`src/rtl/mem_arb_pkg.sv`:
```
// Shared definitions for the two-port memory arbiter: FSM encoding, port IDs
// and a small one-hot helper used by the top level and the picker.
package mem_arb_pkg;

  typedef enum logic [1:0] {
    IDLE   = 2'd0,
    ACCESS = 2'd1,
    RESP   = 2'd2
  } state_t;

  localparam logic PORT1     = 1'b0;
  localparam logic PORT2     = 1'b1;
  localparam int   NUM_PORTS = 2;

  function automatic logic [NUM_PORTS-1:0] port_onehot(input logic id);
    return (id == PORT2) ? 2'b10 : 2'b01;
  endfunction

endpackage

```
`src/rtl/mem_arb_rr_pick.sv`:
```
// Combinational two-way round-robin picker: a lone eligible requester wins,
// a tie goes to the port that was not granted last.
module mem_arb_rr_pick
  import mem_arb_pkg::*;
(
  input  logic [NUM_PORTS-1:0] req,
  input  logic                 last_gnt,
  input  logic [NUM_PORTS-1:0] mask,
  output logic                 gnt_valid,
  output logic                 gnt_id
);

  logic [NUM_PORTS-1:0] eligible;

  assign eligible = req & ~mask;

  always_comb begin
    gnt_valid = |eligible;
    gnt_id    = PORT1;
    case (eligible)
      2'b01:   gnt_id = PORT1;
      2'b10:   gnt_id = PORT2;
      2'b11:   gnt_id = ~last_gnt;
      default: gnt_id = PORT1;
    endcase
  end

endmodule

```
`src/rtl/mem_port_arbiter.sv`:
```
// Shares one single-ported synchronous memory between the fetch port (p1) and
// the data port (p2): two-cycle access, one-cycle ack, round-robin on ties.
module mem_port_arbiter
  import mem_arb_pkg::*;
#(
  parameter int AW = 16,
  parameter int DW = 16
) (
  input  logic          clk,
  input  logic          Reset,
  input  logic          p1_req,
  input  logic          p1_we,
  input  logic [AW-1:0] p1_addr,
  input  logic [DW-1:0] p1_wdata,
  output logic          p1_ack,
  output logic [DW-1:0] p1_rdata,
  input  logic          p2_req,
  input  logic          p2_we,
  input  logic [AW-1:0] p2_addr,
  input  logic [DW-1:0] p2_wdata,
  output logic          p2_ack,
  output logic [DW-1:0] p2_rdata,
  output logic          mem_en,
  output logic          mem_we,
  output logic [AW-1:0] mem_addr,
  output logic [DW-1:0] mem_wdata,
  input  logic [DW-1:0] mem_rdata,
  output logic          busy,
  output logic          cur_port
);

  state_t               state_reg;
  logic                 gnt_id_reg;
  logic                 we_reg;
  logic                 last_gnt_reg;
  logic [NUM_PORTS-1:0] ack_reg;
  logic                 mem_en_reg;
  logic                 mem_we_reg;
  logic [AW-1:0]        mem_addr_reg;
  logic [DW-1:0]        mem_wdata_reg;
  logic                 busy_reg;
  logic                 cur_port_reg;

  logic [NUM_PORTS-1:0] req_vec;
  logic [NUM_PORTS-1:0] mask;
  logic                 pick_valid;
  logic                 pick_id;
  logic                 sel_we;
  logic [AW-1:0]        sel_addr;
  logic [DW-1:0]        sel_wdata;

  logic [NUM_PORTS-1:0][DW-1:0] rdata_vec;

  assign req_vec = {p2_req, p1_req};

  // In RESP the acked requester is still lowering its req, so hide it.
  assign mask = (state_reg == RESP) ? port_onehot(gnt_id_reg) : '0;

  mem_arb_rr_pick u_pick (
    .req       (req_vec),
    .last_gnt  (last_gnt_reg),
    .mask      (mask),
    .gnt_valid (pick_valid),
    .gnt_id    (pick_id)
  );

  always_comb begin
    sel_we    = p1_we;
    sel_addr  = p1_addr;
    sel_wdata = p1_wdata;
    if (pick_id == PORT2) begin
      sel_we    = p2_we;
      sel_addr  = p2_addr;
      sel_wdata = p2_wdata;
    end
  end

  // mem_addr/mem_wdata registers double as the latched request: they are
  // only needed during ACCESS, which is exactly when they are driven.
  always_ff @(posedge clk) begin
    if (Reset) begin
      state_reg     <= IDLE;
      gnt_id_reg    <= PORT1;
      we_reg        <= 1'b0;
      last_gnt_reg  <= PORT2;
      ack_reg       <= '0;
      mem_en_reg    <= 1'b0;
      mem_we_reg    <= 1'b0;
      mem_addr_reg  <= '0;
      mem_wdata_reg <= '0;
      busy_reg      <= 1'b0;
      cur_port_reg  <= PORT1;
    end else begin
      ack_reg       <= '0;
      mem_en_reg    <= 1'b0;
      mem_we_reg    <= 1'b0;
      mem_addr_reg  <= '0;
      mem_wdata_reg <= '0;
      case (state_reg)
        IDLE, RESP: begin
          if (pick_valid) begin
            state_reg     <= ACCESS;
            gnt_id_reg    <= pick_id;
            we_reg        <= sel_we;
            mem_en_reg    <= 1'b1;
            mem_we_reg    <= sel_we;
            mem_addr_reg  <= sel_addr;
            mem_wdata_reg <= sel_we ? sel_wdata : '0;
            busy_reg      <= 1'b1;
            cur_port_reg  <= pick_id;
          end else begin
            state_reg    <= IDLE;
            busy_reg     <= 1'b0;
            cur_port_reg <= PORT1;
          end
        end
        ACCESS: begin
          state_reg    <= RESP;
          last_gnt_reg <= gnt_id_reg;
          ack_reg      <= port_onehot(gnt_id_reg);
          busy_reg     <= 1'b1;
        end
        default: begin
          state_reg    <= IDLE;
          busy_reg     <= 1'b0;
          cur_port_reg <= PORT1;
        end
      endcase
    end
  end

  generate
    for (genvar gi = 0; gi < NUM_PORTS; gi++) begin : g_port
      logic [DW-1:0] hold_reg;
      logic          read_resp;

      assign read_resp = (state_reg == RESP) && (gnt_id_reg == 1'(gi)) && !we_reg;

      always_ff @(posedge clk) begin
        if (Reset) begin
          hold_reg <= '0;
        end else if (read_resp) begin
          hold_reg <= mem_rdata;
        end
      end

      assign rdata_vec[gi] = read_resp ? mem_rdata : hold_reg;
    end
  endgenerate

  assign p1_ack    = ack_reg[PORT1];
  assign p2_ack    = ack_reg[PORT2];
  assign p1_rdata  = rdata_vec[PORT1];
  assign p2_rdata  = rdata_vec[PORT2];
  assign mem_en    = mem_en_reg;
  assign mem_we    = mem_we_reg;
  assign mem_addr  = mem_addr_reg;
  assign mem_wdata = mem_wdata_reg;
  assign busy      = busy_reg;
  assign cur_port  = cur_port_reg;

endmodule

```
`config.mk`:
```
export PLATFORM = sky130hd
export DESIGN_NAME = mem_port_arbiter
export DESIGN_NICKNAME = d
export VERILOG_FILES = /design/src/rtl/mem_arb_pkg.sv /design/src/rtl/mem_arb_rr_pick.sv /design/src/rtl/mem_port_arbiter.sv
export SDC_FILE = /design/constraint.sdc
export NUM_CORES = 1
export LEC_CHECK = 0
export ABC_AREA = 1
export CAP_MARGIN = 30
export CORE_MARGIN = 2
export CORE_UTILIZATION = 36
export CTS_CLUSTER_DIAMETER = 100
export DETAILED_ROUTE_END_ITERATION = 6
export GPL_ROUTABILITY_DRIVEN = 0
export PLACE_DENSITY = 0.86
export SYNTH_ARGS = -nofsm -noshare
export SYNTH_HDL_FRONTEND = slang
export SYNTH_SLANG_ARGS = --single-unit
```
`constraint.sdc`:
```
create_clock -name clk -period 1.2 [get_ports clk]
set_input_delay 0.12 -clock clk [delete_from_list [all_inputs] [get_ports clk]]
set_output_delay 0.12 -clock clk [all_outputs]
set_load 0.1 [all_outputs]
```
# ---- After elaboration in Yosys (flattened, before gate mapping)
# Index checks and enable logic that the tools add are counted.
dict set report totals {
  regBits 75
  inputBits 86
  output_inout_bits 70
  wordCells 52
}
dict set report op_classes {
  n_eq_ne 4
  n_mux 14
  bitwise 8
  n_reduce_logical 13
}
# op count
set ops {}
lappend ops {{$mux 16} 4}
lappend ops {{$reduce_or 2->1} 4}
lappend ops {{$eq 2x2->1 const B} 3}
lappend ops {{$not 1->1} 6}
lappend ops {{$pmux 1 s2} 3}
lappend ops {{$logic_and 1x1->1} 4}
lappend ops {{$mux 1} 4}
lappend ops {{$mux 2} 2}
lappend ops {{$pmux 2 s2} 1}
lappend ops {{$reduce_or 4->1} 1}
lappend ops {{$reduce_or 3->1} 1}
lappend ops {{$and 2x2->2} 1}
lappend ops {{$eq 2x1->1 const B} 1}
lappend ops {{$logic_not 2->1} 1}
lappend ops {{$not 2->2} 1}
lappend ops {{$reduce_and 2->1} 1}
lappend ops {{$logic_not 1->1} 1}

# ---- Depth between registers and ports, before layout
# Gate-level depths: netlist of run 1.
dict set report logic_depth {
  word_depth 9
  mapped_depth 10
  ltp_nobuf 9
}

# ---- By module
# From an unflattened synthesis of run 1, not the netlist that was laid out.
dict set report hier_totals {
  cells_unflattened 445
  hier_area_um2 3105.5
}
# module n_inst cells_each area_each_um2 seq_area_each_um2
set by_module_without_submodules {}
lappend by_module_without_submodules {mem_port_arbiter 1 437 3072.9 1501.4}
lappend by_module_without_submodules {mem_arb_rr_pick 1 8 32.5 0.0}

# ---- Worst setup path after synthesis of run 1
# OpenSTA, ideal clock, no wires.
dict set report synth_timing {
  path_kind {flip-flop to output port}
  start {register state_reg[1]}
  end {output port p2_rdata[1]}
  arrival_time_ns 1.618
  required_ns 1.080
  setup_slack_ns -0.538
  stages_incl_launch_ff 8
  n_path_buf 1
  cell_sequence {dfxtp_1 > inv_1 > nor2_1 > nand3_1 > clkbuf_1 > nand2_1 > o21ai_0 > inv_1}
}
dict set report synth_between {
  elab_chain_cells 4
}
# element line_no
set synth_lines {}
lappend synth_lines {{start, declared} mem_port_arbiter.sv:32} ;# state_t state_reg;
lappend synth_lines {{start signal, assigned} mem_port_arbiter.sv:82} ;# state_reg <= IDLE;
lappend synth_lines {{start signal, assigned} mem_port_arbiter.sv:102} ;# state_reg <= ACCESS;
lappend synth_lines {{start signal, assigned} mem_port_arbiter.sv:112} ;# state_reg <= IDLE;
lappend synth_lines {{$eq 2x2->1} mem_port_arbiter.sv:137} ;# assign read_resp = (state_reg == RESP) && (gnt_id_reg == 1'(gi)) && !we_reg;
lappend synth_lines {{$logic_and 1x1->1 (2 in series)} mem_port_arbiter.sv:137}
lappend synth_lines {{$mux 16} mem_port_arbiter.sv:147} ;# assign rdata_vec[gi] = read_resp ? mem_rdata : hold_reg;
lappend synth_lines {{end, declared} mem_port_arbiter.sv:22} ;# output logic [DW-1:0] p2_rdata,
# No other way between the ends.

# ---- Worst setup path after layout of run 1
dict set report layout_timing {
  start {register state_reg[1]}
  end {output port p1_rdata[4]}
}
dict set report layout_between {
  elab_chain_cells 4
}
# element line_no
set layout_lines {}
lappend layout_lines {{$eq 2x2->1} mem_port_arbiter.sv:137}
lappend layout_lines {{$logic_and 1x1->1 (2 in series)} mem_port_arbiter.sv:137}
lappend layout_lines {{$mux 16} n/a}
lappend layout_lines {{end, declared} mem_port_arbiter.sv:16} ;# output logic [DW-1:0] p1_rdata,
# No other way between the ends.

==> flow_metrics.env, run 1 <==
export IMPL_clock_sinks=75
export IMPL_numCtsBuffers=9
export IMPL_pin_count=156
export IMPL_p_leak_nw=3.27
export IMPL_fmaxAchievable_ghz=0.535
export IMPL_wl_met3_um=1080
export IMPL_skew_ns=0.0170
export IMPL_ys_warn_count=0
export IMPL_grt_overflow=0
export IMPL_syn_area_um2=3020
export IMPL_fp_dieArea_um2=9140
export IMPL_layout_min_cycle_time_ns=1.87
export IMPL_maxSlewViolCount=0
export IMPL_clk_latency_ns=0.35
export IMPL_final_hold_viol_count=0
export IMPL_drc=0
export IMPL_crit_end="p1_rdata[4]"
export IMPL_grt_max_degree=34
export IMPL_worstPathRequired_ns=1.08
export IMPL_startpoint_type="flop"
export IMPL_nNetsFinal=718
export IMPL_dp_cells=701
export IMPL_ys_seq_area_share_pct=49.7
export IMPL_r2r_start="state_reg[1]"
export IMPL_coreArea_um2=8180
export IMPL_antenna_found_initial=1
export IMPL_synth_seq_cells=75
export IMPL_top_layer_used="met4"
export IMPL_syn2layout_area_growth_pct=144
export IMPL_dpl_cell_area_um2=6110
export IMPL_start_util_pct=36.9
export IMPL_die_w_um=95.6
export IMPL_maxCapViolations=0
export IMPL_cts_hold_buf=0
export IMPL_antenna_cells=0
export IMPL_wirelength_um=14400
export IMPL_final_cells=739
export IMPL_async_flop_share_pct=0
export IMPL_setup_viol_count_final=99
export IMPL_tightest_slew_ns=0.424
export IMPL_avgViaCountPerCell=5.04
export IMPL_grt_pass1_vias=3772
export IMPL_largest_reg_flops=32
export IMPL_post_route_cell_area_um2=7360
export IMPL_vdd_drop_max_v=0.000691
export IMPL_drt_pre_antenna_iters=5
export IMPL_critPathKind="flop to output port"
export IMPL_synth_ff_type="dfxtp_1"
export IMPL_end_kind="output port"
export IMPL_final_common_cell="clkdlybuf4s50_1"
export IMPL_rr_worst_depth=11
export IMPL_port_buffers=155
export IMPL_setup_tns_ns=-36.15
export IMPL_nFillCells=310
export IMPL_met2WireLength_um=7760
export IMPL_pre_cts_ws_ns=-0.329
export IMPL_cts_root_buf="clkbuf_8"
export IMPL_fp_dieH_um=95.6
export IMPL_syn_num_nets=510
export IMPL_timing_slew_headroom_pct=71.8
export IMPL_postSynthAreaPerCell_um2=7.12
export IMPL_violations="setup timing"
export IMPL_synth_edff_count=0
export IMPL_final_cell_mix="85 x clkdlybuf4s50_1, 77 x buf_12, 72 x dfxtp_1"
export IMPL_syn_inst=424
export IMPL_cts_max_level=3
export IMPL_wl_met1_um=4980
export IMPL_finalPower_mw=8.09
export IMPL_rr_endpoint="mem_wdata[6]"
export IMPL_vias=3723
export IMPL_fin_util_pct=90.1
export IMPL_period_share_pct=156
export IMPL_clk_pin_slew_ns=0.09
export IMPL_cts_tree="yes"
export IMPL_min_path_type="input pin to flop"
export IMPL_holdWs_ns=0.353
export IMPL_ff2ff_setup_slack_ns=-0.41
export IMPL_outcome="finished with violations"
export IMPL_row_count=33
export IMPL_grt_pass1_wl_um=19500
export IMPL_grt_setup_unrepaired="yes"
export IMPL_route_antenna_remaining_nets=0
export IMPL_p_per_area_nw_per_um2=1100
export IMPL_drive_above_1_share_pct=53.8
export IMPL_wire_per_inst_um=19.6
export IMPL_cp_max_fo=8
export IMPL_startpoint="state_reg[1]"
export IMPL_worst_slack_ns=-0.669
export IMPL_worstPathArrival_ns=1.75
export IMPL_drtIter0Drc=127
export IMPL_clockBufferDepth=2
export IMPL_yosysUniqueCellTypes=19
export IMPL_dp_hpwl_um=7450
export IMPL_track_usage_pct=28.6
-- where the power goes --
group,switching [mW],internal [mW]
Sequential,0.102,2.62
Clock,0.934,0.925
Combinational,2.11,1.40
Total,3.15,4.95
-- cells in the mapped netlist, types with 3 or more instances --
cell type,number,area (µm²)
nand2_1,105,394
inv_1,86,323
dfxtp_1,75,1500
nor2_1,45,169
o21ai_0,32,160
nand3_1,23,115
a21oi_1,18,90.1
clkbuf_1,9,33.8
nor2_2,8,50.1
buf_2,4,20.0
inv_2,4,15.0
buf_4,3,22.5
nand2_2,3,18.8
-- worst max-delay path: stages (launching register included) --
cell,delay (ns)
dfxtp_2,0.35
inv_2,0.04
nor2_4,0.12
nand3_4,0.20
buf_16,0.23
o21ai_4,0.23
inv_8,0.04
buf_12,0.16
-- cell type report --
cell class / instances / area (µm²) / area share (%)
timing repair buffer: 212 / 2990 / 40.6
sequential: 75 / 1510 / 20.5
clock buffer: 10 / 128 / 1.73
clock inverter: 3 / 42.5 / 0.578
tap: 105 / 131 / 1.78
timing repair inverter: 3 / 38.8 / 0.527
multi-input combinational: 239 / 1920 / 26.0
inverter: 92 / 608 / 8.26
-- per-layer routing --
metal  global-route usage, %  vias to the layer above
li1                        -                     1673
met1                    30.6                     1776
met2                    54.5                      221
met3                    5.61                       53
met4                    11.1                        0
met5                       0                        -
-- worst min path at each step --
| stage | start | endpoint | slack, ns | cells after the start |
|---|---|---|---|---|
| after floorplan | p2_addr[10] | mem_addr[10] | 0.26 | 2 |
| after CTS | p2_addr[5] | mem_addr[5] | 0.31 | 3 |
| after global routing | p2_addr[15] | mem_addr[15] | 0.35 | 3 |
| after global placement | we_reg | we_reg | 0.46 | 2 |
| final | p2_addr[15] | mem_addr[15] | 0.35 | 3 |
| after detailed placement | we_reg | we_reg | 0.47 | 2 |
-- repair_timing --
item	in CTS	in global routing
resized for setup	121	93
pin swaps	26	28
setup endpoints to repair	95	103
buffers inserted	15	9
gates cloned	12	1
-- logic make-up (layout without fill, tap and decap cells) --
kind of cell	count (synthesis)	after routing	share of synthesized area, %
buf+inv	110	320	14.9
simple gates	188	188	26.6
flops	75	75	49.7
compound gates	51	51	8.82
Power figures use the tool's default switching activity.
==> run 2, diff against run 1 <==
GPL_TIMING_DRIVEN = 0   (was not set)
==> run 2 against run 1 <==
Against the previous run: the flow still finishes with violations (setup timing); die area is the same; via count shrank 7.0%; worst setup slack gained 0.050 ns; clock skew shrank 0.0069 ns; design area shrank 12%; total power shrank 7.3%; critical path depth grew 1; combinational power shrank 13%; non-clock buffer count shrank 8; clock-buffer cell count is the same; clock power shrank 4%; global-route usage shrank 7.0 points; highest routed layer unchanged.
==> flow_metrics.env, run 2 (synthesis gave the netlist of run 1 again) <==
export IMPL_fp_dieArea_um2=9140
export IMPL_worstPathArrival_ns=1.70
export IMPL_maxSlewViolCount=0
export IMPL_rr_worst_depth=9
export IMPL_crit_family="buffers and inverters"
export IMPL_largest_reg_flops=32
export IMPL_fp_dieH_um=95.6
export IMPL_numCtsBuffers=9
export IMPL_avgViaCountPerCell=4.73
export IMPL_final_cell_mix="84 x clkdlybuf4s50_1, 81 x nand2_1, 72 x dfxtp_1"
export IMPL_row_count=33
export IMPL_p_per_area_nw_per_um2=1150
export IMPL_period_share_pct=152
export IMPL_pwr_share_seq_pct=35.5
export IMPL_cts_root_buf="clkbuf_8"
export IMPL_timing_slew_headroom_pct=58.8
export IMPL_outcome="finished with violations"
export IMPL_vias=3461
export IMPL_top_layer_used="met4"
export IMPL_cp_slowest_cell="dfxtp_2"
export IMPL_pin_count=156
export IMPL_violations="setup timing"
export IMPL_wirelength_um=11300
export IMPL_antenna_cells=0
export IMPL_wl_met1_um=3900
export IMPL_antenna_found_initial=0
export IMPL_cp_max_fo=10
export IMPL_crit_chain="inv_2, nor2_4, nand3_4, clkbuf_8, nand2_2, o21ai_4, bufinv_8, buf_12"
export IMPL_drc=0
export IMPL_clock_sinks=75
export IMPL_cts_max_level=3
export IMPL_syn2layout_area_growth_pct=115
export IMPL_start_util_pct=36.9
export IMPL_end_kind="output port"
export IMPL_worstPathRequired_ns=1.08
export IMPL_nNetsFinal=707
export IMPL_tightest_slew_ns=0.618
export IMPL_grt_pass1_vias=3331
export IMPL_slowest_delay_ns=0.34
export IMPL_path_buf_inv=4
export IMPL_clk_pin_slew_ns=0.09
export IMPL_cts_hold_buf=0
export IMPL_power_switching_mw=2.96
export IMPL_p_sw_share_pct=39.5
export IMPL_clockBufferDepth=2
export IMPL_met2WireLength_um=6300
export IMPL_grt_overflow=0
export IMPL_grt_pass1_wl_um=15300
export IMPL_dp_hpwl_um=6860
export IMPL_startpoint_type="flop"
export IMPL_min_path_type="input pin to flop"
export IMPL_final_common_cell="clkdlybuf4s50_1"
export IMPL_port_buffers=154
export IMPL_wire_per_inst_um=15.5
export IMPL_critPathKind="flop to output port"
export IMPL_drive_above_1_share_pct=45.5
export IMPL_final_hold_viol_count=0
export IMPL_layout_min_cycle_time_ns=1.82
export IMPL_skew_ns=0.0101
export IMPL_worst_slack_ns=-0.620
export IMPL_p_leak_nw=3.03
export IMPL_cp_depth=8
export IMPL_route_antenna_remaining_nets=0
export IMPL_setup_viol_count_final=95
export IMPL_grt_setup_unrepaired="yes"
export IMPL_clk_latency_ns=0.34
export IMPL_grt_max_degree=14
export IMPL_die_w_um=95.6
export IMPL_maxCapViolations=0
export IMPL_coreArea_um2=8180
export IMPL_vdd_drop_max_v=0.000641
export IMPL_finalPower_mw=7.50
export IMPL_p_int_mw=4.54
export IMPL_drtIter0Drc=65
export IMPL_combPwrFrac_pct=40.7
export IMPL_track_usage_pct=21.6
export IMPL_whs_path_depth=2
export IMPL_clkPwrFrac_pct=23.8
export IMPL_fmaxAchievable_ghz=0.550
export IMPL_holdWs_ns=0.0364
export IMPL_drt_pre_antenna_iters=4
export IMPL_cts_tree="yes"
export IMPL_wl_met3_um=774
[run 2: cell types whose count changed in the layout (fill, tap and decap cells not counted), moves of 3 or more]
cell / change
buf_12: -48
nand2_1: +39
nand2_2: -33
clkbuf_4: +15
buf_4: +9
buf_8: +9
buf_16: -5
nand2_4: -5
clkbuf_8: +4
nor2_1: +4
clkbuf_16: +3
inv_8: -3
[run 2: layout make-up]
| class | count | area [µm²] |
|---|---|---|
| inverter | 92 | 602 |
| fill | 497 | 1680 |
| tap | 105 | 131 |
| multi-input combinational | 239 | 1720 |
| clock inverter | 6 | 41.3 |
| clock buffer | 10 | 138 |
| buffer | 18 | 246 |
| sequential | 75 | 1510 |
| timing repair buffer | 186 | 2110 |
[run 2: metrics by stage]
| stage | worst slack, ns | area [µm²] | instances | setup TNS [ns] | utilization, % |
|---|---|---|---|---|---|
| 2_1_floorplan | -0.102 | 3590 | 424 | -3.63 | - |
| 3_3_place_gp | -1.21 | 5260 | 683 | -61.64 | 64.4 |
| 3_5_place_dp | -1.22 | 5260 | 683 | -64.35 | 64.4 |
| 4_1_cts | -0.597 | 5890 | 717 | -23.47 | 72.0 |
| 5_1_grt | -0.703 | 6500 | 731 | -34.17 | 79.5 |
| 6_report | -0.620 | 6500 | 731 | -27.75 | 79.5 |
[run 2: path summary, 6_finish.rpt]
path,start,to,slack (ns)
setup / recovery,state_reg[1],p2_rdata[1],-0.62
hold reg to reg,cur_port,cur_port,0.46
hold / removal,Reset,g_port[0].hold_reg[10],0.04
setup reg to reg,gnt_id_reg,mem_wdata[15],-0.23
[run 2: repair_timing]
| action | 4_1_cts | 5_1_grt |
|---|---|---|
| endpoints found under the hold margin | 0 | 0 |
| setup endpoints to repair | 139 | 116 |
| buffers inserted | 13 | 15 |
| gates cloned | 5 | 2 |
| resized for setup | 518 | 136 |
| pin swaps | 6 | 17 |
[run 2: metal layers]
metal | global-route usage (%) | vias up
li1 | - | 1654
met1 | 22.1 | 1630
met2 | 42.4 | 150
met3 | 6.80 | 27
met4 | 4.52 | 0
met5 | 0 | -
[run 2: worst reg2reg max path, stage by stage, from the launching register on]
cell and delay, ns:
dfxtp_4 0.38, buf_6 0.13, nand3_4 0.08, nand2_4 0.08
inv_6 0.09, nand2_8 0.11, nand2_4 0.10, nand3_4 0.13
buf_8 0.18, nor2_4 0.10
[run 2: power by group through the flow]
stage          sequential (mW)  combinational (mW)  clock (mW)
3_3_place_gp              2.72                2.40           0
2_1_floorplan             3.27                1.18           0
4_1_cts                   2.66                2.72        1.79
5_1_grt                   2.68                3.18        1.93
6_report                  2.67                3.05        1.79
3_5_place_dp              2.72                2.43           0
